## src/rtl/alu_md_control_pkg.sv

```systemverilog
// Shared ALU op codes, control-unit class codes, RV32M funct3 codes and sequencer states.
// Imported by the ALU, the main control unit and the multiply/divide sequencer.
package alu_md_control_pkg;

    localparam logic [3:0] ALU_ADD  = 4'b0000;
    localparam logic [3:0] ALU_SUB  = 4'b0001;
    localparam logic [3:0] ALU_AND  = 4'b0010;
    localparam logic [3:0] ALU_OR   = 4'b0011;
    localparam logic [3:0] ALU_XOR  = 4'b0100;
    localparam logic [3:0] ALU_LUI  = 4'b0101;
    localparam logic [3:0] ALU_SRL  = 4'b0110;
    localparam logic [3:0] ALU_SLL  = 4'b0111;
    localparam logic [3:0] ALU_SRA  = 4'b1000;
    localparam logic [3:0] ALU_SLT  = 4'b1001;
    localparam logic [3:0] ALU_SLTU = 4'b1010;

    localparam logic [2:0] ALUOP_R = 3'b000;
    localparam logic [2:0] ALUOP_I = 3'b001;
    localparam logic [2:0] ALUOP_U = 3'b100;

    localparam logic [6:0] F7_BASE   = 7'b0000000;
    localparam logic [6:0] F7_ALT    = 7'b0100000;
    localparam logic [6:0] F7_MULDIV = 7'b0000001;

    localparam logic [2:0] M_MUL    = 3'b000;
    localparam logic [2:0] M_MULH   = 3'b001;
    localparam logic [2:0] M_MULHSU = 3'b010;
    localparam logic [2:0] M_MULHU  = 3'b011;
    localparam logic [2:0] M_DIV    = 3'b100;
    localparam logic [2:0] M_DIVU   = 3'b101;
    localparam logic [2:0] M_REM    = 3'b110;
    localparam logic [2:0] M_REMU   = 3'b111;

    typedef enum logic [1:0] {
        MD_IDLE = 2'b00,
        MD_MUL  = 2'b01,
        MD_DIV  = 2'b10,
        MD_DONE = 2'b11
    } md_state_e;

    function automatic logic m_rs1_signed(input logic [2:0] f3);
        return (f3 == M_MULH) || (f3 == M_MULHSU) || (f3 == M_DIV) || (f3 == M_REM);
    endfunction

    function automatic logic m_rs2_signed(input logic [2:0] f3);
        return (f3 == M_MULH) || (f3 == M_DIV) || (f3 == M_REM);
    endfunction

endpackage

```

## src/rtl/alu_md_control_md_iter_unit.sv

```systemverilog
// Iterative RV32M unit: shift-add multiply / restoring divide on operand magnitudes, one bit per cycle.
// Latency: XLEN+1 cycles from start to done, 1 cycle for divide-by-zero and signed overflow.
// Backpressure: none; start_i is only honoured in IDLE, operands are ignored while iterating.
module md_iter_unit
    import alu_md_control_pkg::*;
#(
    parameter int XLEN = 32
) (
    input  logic            clk,
    input  logic            reset,
    input  logic            start_i,
    input  logic [2:0]      funct3_i,
    input  logic [XLEN-1:0] rs1_i,
    input  logic [XLEN-1:0] rs2_i,
    output logic            idle_o,
    output logic            busy_o,
    output logic            done_o,
    output logic [XLEN-1:0] result_o
);

    localparam int CW = $clog2(XLEN);

    md_state_e         state_q, state_d;
    logic [CW-1:0]     cnt_q, cnt_d;
    logic [XLEN-1:0]   opa_q, opa_d;
    logic [2*XLEN-1:0] acc_q, acc_d;
    logic [2:0]        f3_q, f3_d;
    logic              sa_q, sa_d;
    logic              sb_q, sb_d;
    logic [XLEN-1:0]   result_q, result_d;

    logic              sa_in, sb_in, div_by_zero, div_ovf, last;
    logic [XLEN-1:0]   mag_a, mag_b, quo, rem;
    logic [XLEN:0]     mul_sum, div_shift, div_diff;
    logic [2*XLEN-1:0] mul_next, div_next, prod_fix;
    logic [XLEN-1:0]   mul_res, div_res;

    always_comb begin
        state_d  = state_q;
        cnt_d    = cnt_q;
        opa_d    = opa_q;
        acc_d    = acc_q;
        f3_d     = f3_q;
        sa_d     = sa_q;
        sb_d     = sb_q;
        result_d = result_q;

        sa_in       = m_rs1_signed(funct3_i) & rs1_i[XLEN-1];
        sb_in       = m_rs2_signed(funct3_i) & rs2_i[XLEN-1];
        mag_a       = sa_in ? -rs1_i : rs1_i;
        mag_b       = sb_in ? -rs2_i : rs2_i;
        div_by_zero = (rs2_i == '0);
        div_ovf     = ((funct3_i == M_DIV) || (funct3_i == M_REM)) &&
                      (rs1_i == {1'b1, {(XLEN-1){1'b0}}}) && (rs2_i == '1);
        last        = (cnt_q == CW'(XLEN-1));

        // acc holds {partial product, remaining multiplier bits} while multiplying
        mul_sum  = {1'b0, acc_q[2*XLEN-1:XLEN]} + {1'b0, (acc_q[0] ? opa_q : '0)};
        mul_next = {mul_sum, acc_q[XLEN-1:1]};
        prod_fix = (sa_q ^ sb_q) ? -mul_next : mul_next;
        mul_res  = (f3_q == M_MUL) ? prod_fix[XLEN-1:0] : prod_fix[2*XLEN-1:XLEN];

        // acc holds {partial remainder, dividend bits shifting out / quotient bits shifting in}
        div_shift = {acc_q[2*XLEN-1:XLEN], acc_q[XLEN-1]};
        div_diff  = div_shift - {1'b0, opa_q};
        div_next  = div_diff[XLEN] ? {div_shift[XLEN-1:0], acc_q[XLEN-2:0], 1'b0}
                                   : {div_diff[XLEN-1:0],  acc_q[XLEN-2:0], 1'b1};
        quo       = div_next[XLEN-1:0];
        rem       = div_next[2*XLEN-1:XLEN];
        div_res   = f3_q[1] ? (sa_q ? -rem : rem) : ((sa_q ^ sb_q) ? -quo : quo);

        case (state_q)
            MD_IDLE: begin
                if (start_i) begin
                    f3_d  = funct3_i;
                    sa_d  = sa_in;
                    sb_d  = sb_in;
                    cnt_d = '0;
                    if (funct3_i[2]) begin
                        if (div_by_zero) begin
                            result_d = funct3_i[1] ? rs1_i : '1;
                            state_d  = MD_DONE;
                        end else if (div_ovf) begin
                            result_d = funct3_i[1] ? '0 : rs1_i;
                            state_d  = MD_DONE;
                        end else begin
                            opa_d   = mag_b;
                            acc_d   = {{XLEN{1'b0}}, mag_a};
                            state_d = MD_DIV;
                        end
                    end else begin
                        opa_d   = mag_a;
                        acc_d   = {{XLEN{1'b0}}, mag_b};
                        state_d = MD_MUL;
                    end
                end
            end
            MD_MUL: begin
                acc_d = mul_next;
                cnt_d = cnt_q + 1'b1;
                if (last) begin
                    result_d = mul_res;
                    state_d  = MD_DONE;
                end
            end
            MD_DIV: begin
                acc_d = div_next;
                cnt_d = cnt_q + 1'b1;
                if (last) begin
                    result_d = div_res;
                    state_d  = MD_DONE;
                end
            end
            MD_DONE: state_d = MD_IDLE;
            default: state_d = MD_IDLE;
        endcase
    end

    always_ff @(posedge clk) begin
        if (reset) begin
            state_q  <= MD_IDLE;
            cnt_q    <= '0;
            opa_q    <= '0;
            acc_q    <= '0;
            f3_q     <= '0;
            sa_q     <= 1'b0;
            sb_q     <= 1'b0;
            result_q <= '0;
        end else begin
            state_q  <= state_d;
            cnt_q    <= cnt_d;
            opa_q    <= opa_d;
            acc_q    <= acc_d;
            f3_q     <= f3_d;
            sa_q     <= sa_d;
            sb_q     <= sb_d;
            result_q <= result_d;
        end
    end

    assign idle_o   = (state_q == MD_IDLE);
    assign busy_o   = (state_q == MD_MUL) || (state_q == MD_DIV);
    assign done_o   = (state_q == MD_DONE);
    assign result_o = result_q;

endmodule

```

## src/rtl/alu_md_control.sv

```systemverilog
// RV32IM ALU control: combinational ALU op decode plus iterative multiply/divide with PC/RF stall.
// Latency: decode 0 cycles; M ops done XLEN+1 cycles after acceptance (1 for div-by-zero/overflow).
// Backpressure: md_stall_o freezes PC and RF write from the decode cycle until the done cycle.
module alu_md_control
    import alu_md_control_pkg::*;
#(
    parameter int XLEN     = 32,
    parameter bit ENABLE_M = 1'b1
) (
    input  logic            clk,
    input  logic            reset,
    input  logic [6:0]      funct7_i,
    input  logic [2:0]      ALU_Op_i,
    input  logic [2:0]      funct3_i,
    input  logic            valid_i,
    input  logic [XLEN-1:0] rs1_data_i,
    input  logic [XLEN-1:0] rs2_data_i,
    output logic [3:0]      ALU_Operation_o,
    output logic            md_stall_o,
    output logic            md_done_o,
    output logic [XLEN-1:0] md_result_o,
    output logic            result_sel_o
);

    logic            m_op, md_start, md_idle, md_busy, md_done;
    logic [XLEN-1:0] md_result;

    always_comb begin
        ALU_Operation_o = ALU_ADD;
        case (ALU_Op_i)
            ALUOP_R: begin
                if (funct7_i == F7_BASE) begin
                    case (funct3_i)
                        3'b000:  ALU_Operation_o = ALU_ADD;
                        3'b001:  ALU_Operation_o = ALU_SLL;
                        3'b010:  ALU_Operation_o = ALU_SLT;
                        3'b011:  ALU_Operation_o = ALU_SLTU;
                        3'b100:  ALU_Operation_o = ALU_XOR;
                        3'b101:  ALU_Operation_o = ALU_SRL;
                        3'b110:  ALU_Operation_o = ALU_OR;
                        default: ALU_Operation_o = ALU_AND;
                    endcase
                end else if (funct7_i == F7_ALT) begin
                    if (funct3_i == 3'b000) begin
                        ALU_Operation_o = ALU_SUB;
                    end else if (funct3_i == 3'b101) begin
                        ALU_Operation_o = ALU_SRA;
                    end
                end
            end
            ALUOP_I: begin
                case (funct3_i)
                    3'b000:  ALU_Operation_o = ALU_ADD;
                    3'b010:  ALU_Operation_o = ALU_SLT;
                    3'b011:  ALU_Operation_o = ALU_SLTU;
                    3'b100:  ALU_Operation_o = ALU_XOR;
                    3'b110:  ALU_Operation_o = ALU_OR;
                    3'b111:  ALU_Operation_o = ALU_AND;
                    3'b001: begin
                        if (funct7_i == F7_BASE) ALU_Operation_o = ALU_SLL;
                    end
                    default: begin
                        if (funct7_i == F7_BASE) begin
                            ALU_Operation_o = ALU_SRL;
                        end else if (funct7_i == F7_ALT) begin
                            ALU_Operation_o = ALU_SRA;
                        end
                    end
                endcase
            end
            ALUOP_U: ALU_Operation_o = ALU_LUI;
            default: ALU_Operation_o = ALU_ADD;
        endcase
    end

    assign m_op     = ENABLE_M && (ALU_Op_i == ALUOP_R) && (funct7_i == F7_MULDIV);
    assign md_start = valid_i & m_op;

    generate
        if (ENABLE_M) begin : g_md
            md_iter_unit #(
                .XLEN(XLEN)
            ) u_md_iter_unit (
                .clk      (clk),
                .reset    (reset),
                .start_i  (md_start),
                .funct3_i (funct3_i),
                .rs1_i    (rs1_data_i),
                .rs2_i    (rs2_data_i),
                .idle_o   (md_idle),
                .busy_o   (md_busy),
                .done_o   (md_done),
                .result_o (md_result)
            );
        end else begin : g_no_md
            assign md_idle   = 1'b1;
            assign md_busy   = 1'b0;
            assign md_done   = 1'b0;
            assign md_result = '0;
        end
    endgenerate

    // Stall is combinational so the decode cycle itself is frozen; DONE releases it for write-back.
    assign md_stall_o   = (md_idle & md_start) | md_busy;
    assign md_done_o    = md_done;
    assign result_sel_o = md_done;
    assign md_result_o  = md_result;

endmodule

```

## config.mk

```make
export PLATFORM = sky130hd
export DESIGN_NAME = alu_md_control
export DESIGN_NICKNAME = d
export VERILOG_FILES = /design/src/rtl/alu_md_control_pkg.sv /design/src/rtl/alu_md_control_md_iter_unit.sv /design/src/rtl/alu_md_control.sv
export SDC_FILE = /design/constraint.sdc
export NUM_CORES = 1
export LEC_CHECK = 0
export CAP_MARGIN = 20
export CORE_MARGIN = 2
export CORE_UTILIZATION = 50
export CTS_CLUSTER_DIAMETER = 100
export DETAILED_ROUTE_END_ITERATION = 10
export PLACE_DENSITY_LB_ADDON = 0.12
export SLEW_MARGIN = 20
export SYNTH_ARGS = -nofsm -noshare
export SYNTH_HDL_FRONTEND = slang
export SYNTH_HIERARCHICAL = 1
export SYNTH_SLANG_ARGS = --single-unit
export TNS_END_PERCENT = 20
```

## constraint.sdc

```tcl
create_clock -name clk -period 8.5 [get_ports clk]
set_input_delay 0.85 -clock clk [delete_from_list [all_inputs] [get_ports clk]]
set_output_delay 0.85 -clock clk [all_outputs]
set_load 0.1 [all_outputs]
```

[Word-level counts from Yosys, hierarchy flattened]
Cells that the tools add are included.
Word-level totals
  flip-flop bits (word level): 140
  bits of input ports: 80
  output and inout port bits: 39
Operators by class
  add/subtract/negate cells: 8
  eq/ne operators: 27
  mux-type cells: 44
  bitwise logic cells: 6
  reduce and logical (&&, ||, !) cells: 25
Operator list (count)
  32-bit 2-to-1 mux: 18
  64-bit 2-to-1 mux: 6
  64-bit case mux with 3 select lines: 1
  32-bit negator: 4
  32-bit case mux with 3 select lines: 1
  32-bit equality test (second input constant): 2
  64-bit negator: 1
  4-bit case mux with 7 select lines: 2
  32-bit by 32-bit adder with 33-bit output: 1
  33-bit by 32-bit subtractor with 33-bit output: 1
  32-bit logical NOT: 1
  4-bit 2-to-1 mux: 6
  3-bit equality test (second input constant): 5
  4-bit case mux with 3 select lines: 1
  5-bit case mux with 2 select lines: 1
  3-bit logical NOT: 3
  2-bit 2-to-1 mux: 4
  2-bit inequality test (second input constant): 4
  4-bit AND reduction: 2
  7-bit by 1-bit equality test with 1-bit output (second input constant): 1
  7-bit by 6-bit equality test with 1-bit output (second input constant): 1
  7-bit logical NOT: 1
  1-bit logical OR: 7
  3-bit by 1-bit equality test with 1-bit output (second input constant): 2
  other kinds (22): 34

[Longest topological paths before layout]
  depth in word-level cells: 11
  depth in mapped cells: 27
  depth with buffers taken out: 25

[Cells and area by module]
Netlist, hierarchy kept.
By module, submodules not included
  md_iter_unit: times used 1, cells an instance 2466, area an instance 16846.2 µm²
  alu_md_control: times used 1, cells an instance 32, area an instance 231.5 µm²

[Worst setup path before layout]
OpenSTA, ideal clock, no wires.
  path type: reg2reg
  start point: register g_md.u_md_iter_unit.acc_q[31]
  end point: register g_md.u_md_iter_unit.result_q[16], in the netlist g_md.u_md_iter_unit/result_o[16]
  setup time: 0.132 ns
  arrival time: 5.424 ns
  required time: 8.368 ns
  slack: 2.945 ns
  cell stages (with the launch flop): 27
  clock period less this slack: 5.555 ns
  cells stage by stage: dfxtp_1 inv_1 ha_1 fa_1 nand2b_1 a21oi_1 o211ai_1 a21oi_1 o21a_1 nor2_2 inv_2 buf_1 clkbuf_1 nor2_1 a21oi_1 ha_1 inv_1 or2_2 or3b_2 or4_1 a21oi_1 a31oi_1 o21ai_0 xor2_1 o221ai_1 a21oi_1 nor3_1
On the way
  longest elaborated chain between the ends: 7
  elaborated cells on any way between the ends: 13
Ends and longest elaborated chain
  from (decl): line alu_md_control_md_iter_unit.sv:26  | logic [2*XLEN-1:0] acc_q, acc_d;
  from (signal assigned): line alu_md_control_md_iter_unit.sv:124  | acc_q <= '0;
  from (signal assigned): line alu_md_control_md_iter_unit.sv:133  | acc_q <= acc_d;
  33-bit by 32-bit subtractor with 33-bit output: line alu_md_control_md_iter_unit.sv:65  | div_diff = div_shift - {1'b0, opa_q};
  64-bit 2-to-1 mux: line alu_md_control_md_iter_unit.sv:66  | div_next = div_diff[XLEN] ? {div_shift[XLEN-1:0], acc_q[XLEN-2:0], 1'b0}
  32-bit negator: line alu_md_control_md_iter_unit.sv:70  | div_res = f3_q[1] ? (sa_q ? -rem : rem) : ((sa_q ^ sb_q) ? -quo : quo);
  32-bit 2-to-1 mux (2 in series): line alu_md_control_md_iter_unit.sv:70
  32-bit 2-to-1 mux: line alu_md_control_md_iter_unit.sv:109  | if (last) begin
  32-bit case mux with 3 select lines *: line alu_md_control_md_iter_unit.sv:72  | case (state_q)
  to (signal assigned): line alu_md_control_md_iter_unit.sv:137  | result_q <= result_d;
  to (decl): line alu_md_control_md_iter_unit.sv:30  | logic [XLEN-1:0] result_q, result_d;
Mark *: on every way between the ends. The rest lies on a longest branch, timed or not. The select of a mux whose other input is x is not followed.
A chain may end at the register's enable or synchronous reset.

[Final worst setup path]
Ends and elaborated chain as after synthesis.

==> results by group <==
Run status
  – Status: completed

Critical path
  – Startpoint Class: flip-flop
  – Worst path slowest cell: or3b_2
  – Crit Path Max Fanout: 45
  – Worst Setup SP: g_md.u_md_iter_unit/acc_q[31]
  – CP top delay family: compound AO/OA/AOI/OAI gates
  – Req. time, crit path: 8.80 ns
  – WS Path Type: flip-flop to flip-flop
  – CP Cell Sequence: inv_1 > ha_1 > fa_1 > nand2b_1 > a21oi_1 > o211ai_1 > a21oi_1 > nor3_2 > nor2_4 > buf_4 > inv_2 > a21oi_1 > ha_1 > inv_1 > or2_2 > or3b_2 > or4_1 > a21oi_1 > a31oi_1 > o21ai_0 > xor2_1 > o221ai_1 > a21oi_1 > nor3_1
  – CP arrival: 6.75 ns
  – Max stage delay on crit path: 0.48 ns
  – Crit end category: flip-flop
  – Flop2flop setup slack: 2.05 ns
  – Worst path most repeated cell: a21oi_1
  – Reg-to-reg startpoint: g_md.u_md_iter_unit/acc_q[31]
  – CP Buf/Inv Count: 4

STA
  – WHS: 0.452 ns
  – Fmax: 155 MHz
  – Clock skew: 0.0125 ns
  – Fin crit period: 6.45 ns
  – Worst Max-Slew Pin Slew: 1.19 ns
  – Max Transition Viols Final: 0
  – Setup TNS: 0 ns
  – # setup viols final: 0
  – Worst rel slew slack: 20.1%
  – Final period utilization: 75.9%
  – Final Hold Fails: 0
  – Unrepaired setup endpoints after global routing: no

Synth
  – Synthesized instance count: 2498
  – Syn nets: 2656
  – Distinct cells, synth: 96
  – Seq cells post-synth: 140
  – Post-Syn Area per Cell: 6.84 um2
  – Warnings from Yosys: 6
  – Synth Flop Type: dfxtp_1
  – Synthesized area: 17100 um2
  – Synth async-reset ratio: 0%
  – Number of synthesized flops with an enable pin: 0
  – Post-synthesis sequential area ratio: 16.4%

Power and ir drop
  – IR drop worst, VDD: 0.193 mV
  – Tot Pwr: 0.00334 W
  – Clk pwr share: 23.1%
  – P_int: 0.00166 W
  – Seq pwr share: 27.3%
  – Logic pwr share: 49.6%
  – Pwr Density: 176 nW/um2
  – Switching Share: 50.2%
  – Leak: 7.41 nW
  – NetSw: 0.00167 W

Clock network
  – Max clock buf depth: 2
  – TritonCTS Sinks: 140
  – Cts bufs inserted: 17
  – Cts repair resizes: 0
  – Worst-Skew Late Latency: 0.46 ns
  – CTS Hold Bufs: 0
  – Clock root cell: clkbuf_16
  – Post-CTS Setup Repair Bufs: 0
  – CTS tree: built
  – H-tree depth: 4
  – Clock transition at the registers of the reported paths: 0.07 ns

Floorplan
  – Area of the core: 33600 um2
  – Die area: 35600 um2
  – Die width: 189 um
  – Starting Density: 50.8%
  – Cell row count: 67
  – Die span in y: 189 um
  – I/O pin cnt: 119

Global route
  – First-pass GRT wire length: 107000 um
  – Aggregate global routing overflow: 0
  – Initial antenna violation count: 1
  – Pin count of the biggest net entering global routing: 76
  – Vias in the first global route: 17900
  – All-layer global routing usage: 38.7%

Cells and area
  – Most frequent cells in the layout: nor2_1, nand2_1, a21oi_1
  – Layout cells sized above 1: 5.01%
  – NumNets Final: 2639
  – Area grow syn2layout: 11.2%
  – Commonest non-fill, non-tap cell in the layout: nor2_1
  – Inserted Diodes: 0

Drt
  – DR vias: 19600
  – 1st-pass router iterations: 6
  – Number of remaining DRC errors: 0
  – WL/cell: 23.9 um
  – Antenna viol nets, final: 0
  – 1st-iter DRT viols: 2225
  – Drt total wl: 70300 um
  – Vias per cell: 6.65

Placement
  – DPL Wire Length: 53600 um
  – Gpl congestion: 1.00
  – I/O Buffers: 118

Flow run
  – Max-cap violations: 0

Min path
  – HP Class: flip-flop to flip-flop
  – Min-delay src: g_md.u_md_iter_unit/result_o[8]
[synthesized netlist by cell type, types with 6 or more instances]
| library cell | n | share of area (%) |
|---|---|---|
| a31oi_1 | 30 | 1.1 |
| mux2_2 | 9 | 0.59 |
| clkbuf_1 | 167 | 3.7 |
| nor2_1 | 317 | 7.0 |
| nor2b_1 | 16 | 0.59 |
| o22ai_1 | 6 | 0.22 |
| nor4_1 | 34 | 1.2 |
| mux2i_1 | 29 | 1.7 |
| o211ai_1 | 54 | 2.4 |
| nand2b_1 | 17 | 0.62 |
| ha_1 | 76 | 5.6 |
| a21oi_1 | 203 | 5.9 |
| o21bai_1 | 10 | 0.44 |
| maj3_1 | 28 | 1.6 |
| nand4_1 | 24 | 0.88 |
| a21o_1 | 32 | 1.4 |
| o41ai_1 | 9 | 0.46 |
| a22o_1 | 31 | 1.6 |
| a221o_1 | 18 | 1.1 |
| a211o_1 | 6 | 0.31 |
| or3_1 | 32 | 1.2 |
| buf_2 | 9 | 0.26 |
| or4_1 | 12 | 0.53 |
| o31ai_1 | 24 | 1.1 |
| and3_1 | 15 | 0.55 |
| and4_1 | 7 | 0.36 |
| xnor2_1 | 126 | 6.5 |
| o21a_1 | 15 | 0.66 |
| o21ai_1 | 11 | 0.32 |
| nand3_1 | 47 | 1.4 |
| a22oi_1 | 37 | 1.6 |
| xor2_1 | 90 | 4.6 |
| inv_1 | 74 | 1.6 |
| buf_1 | 11 | 0.24 |
| a211oi_1 | 50 | 2.2 |
| nand2_1 | 260 | 5.7 |
| a311oi_1 | 12 | 0.62 |
| and2_1 | 18 | 0.66 |
| dfxtp_1 | 140 | 16 |
| nor3_1 | 70 | 2.1 |
| o31a_1 | 9 | 0.46 |
| o21ai_0 | 176 | 5.2 |
| a221oi_1 | 25 | 1.3 |
[cells by family after synthesis]
kind of cell             after synthesis  share of synthesized area (%)
flip-flops                           140                           16.4
buffers and inverters                268                           6.00
AO/OA/AOI/OAI                        816                           31.8
XOR/XNOR                             216                           11.1
adder cells (fa/ha/maj)              106                           7.44
AND/OR/NAND/NOR                      914                           25.0
multiplexers                          38                           2.29
[power groups by stage]
stage          logic [W]  clock network (W)  registers, W
3_5_place_dp     0.00160                  0      0.000915
6_report         0.00165           0.000771      0.000909
3_3_place_gp     0.00159                  0      0.000914
4_1_cts          0.00161           0.000777      0.000900
2_1_floorplan    0.00100                  0      0.000983
5_1_grt          0.00175           0.000804      0.000919
[metal layers]
metal	routed length [um]	vias up	GRT usage, %
li1	-	9080	-
met1	29100	9166	51.4
met2	30000	1133	59.5
met3	7350	191	7.75
met4	3830	0	19.4
met5	0	-	0
[registers in the layout (all words and copies together), names as in the netlist]
signal,cells
g_md.u_md_iter_unit/opa_q,32
g_md.u_md_iter_unit/cnt_q,5
g_md.u_md_iter_unit/f3_q,3
g_md.u_md_iter_unit/result_o,32
g_md.u_md_iter_unit/state_q,2
g_md.u_md_iter_unit/sa_q,1
g_md.u_md_iter_unit/acc_q,64
g_md.u_md_iter_unit/sb_q,1
[worst min-delay path: cells and delay by family, from the launching register on]
kind	cells	cell delay [ns]
DFF	1	0.31
AOI/OAI and AO/OA	1	0.05
and+or+nand+nor	1	0.05
[per-stage QoR]
step	cell area, um2	instances	util [%]	setup slack, ns
floorplan	17100	2498	-	2.94
global placement	18400	2910	54.8	2.38
detailed placement	18400	2910	54.8	2.22
CTS	19000	2942	56.5	2.18
global route	19000	2942	56.5	1.70
finish	19000	2942	56.5	2.05
[cell type report]
cell class / count / area, um2
clock inverters: 13 / 135
fillers: 3300 / 14600
flip-flops and latches: 140 / 2800
multi-input cells: 2090 / 13300
clock buffers: 19 / 443
inverters: 79 / 297
well taps: 448 / 561
repair buffers: 153 / 1440
[path summary, 6_finish.rpt]
kind	cells past startpoint	end
worst min register to register	2	g_md.u_md_iter_unit/result_o[8]
worst max-delay path	24	g_md.u_md_iter_unit/result_o[16]
worst min-delay path	2	g_md.u_md_iter_unit/result_o[8]
worst max register to register	24	g_md.u_md_iter_unit/result_o[16]
Power figures use the tool's default switching activity.
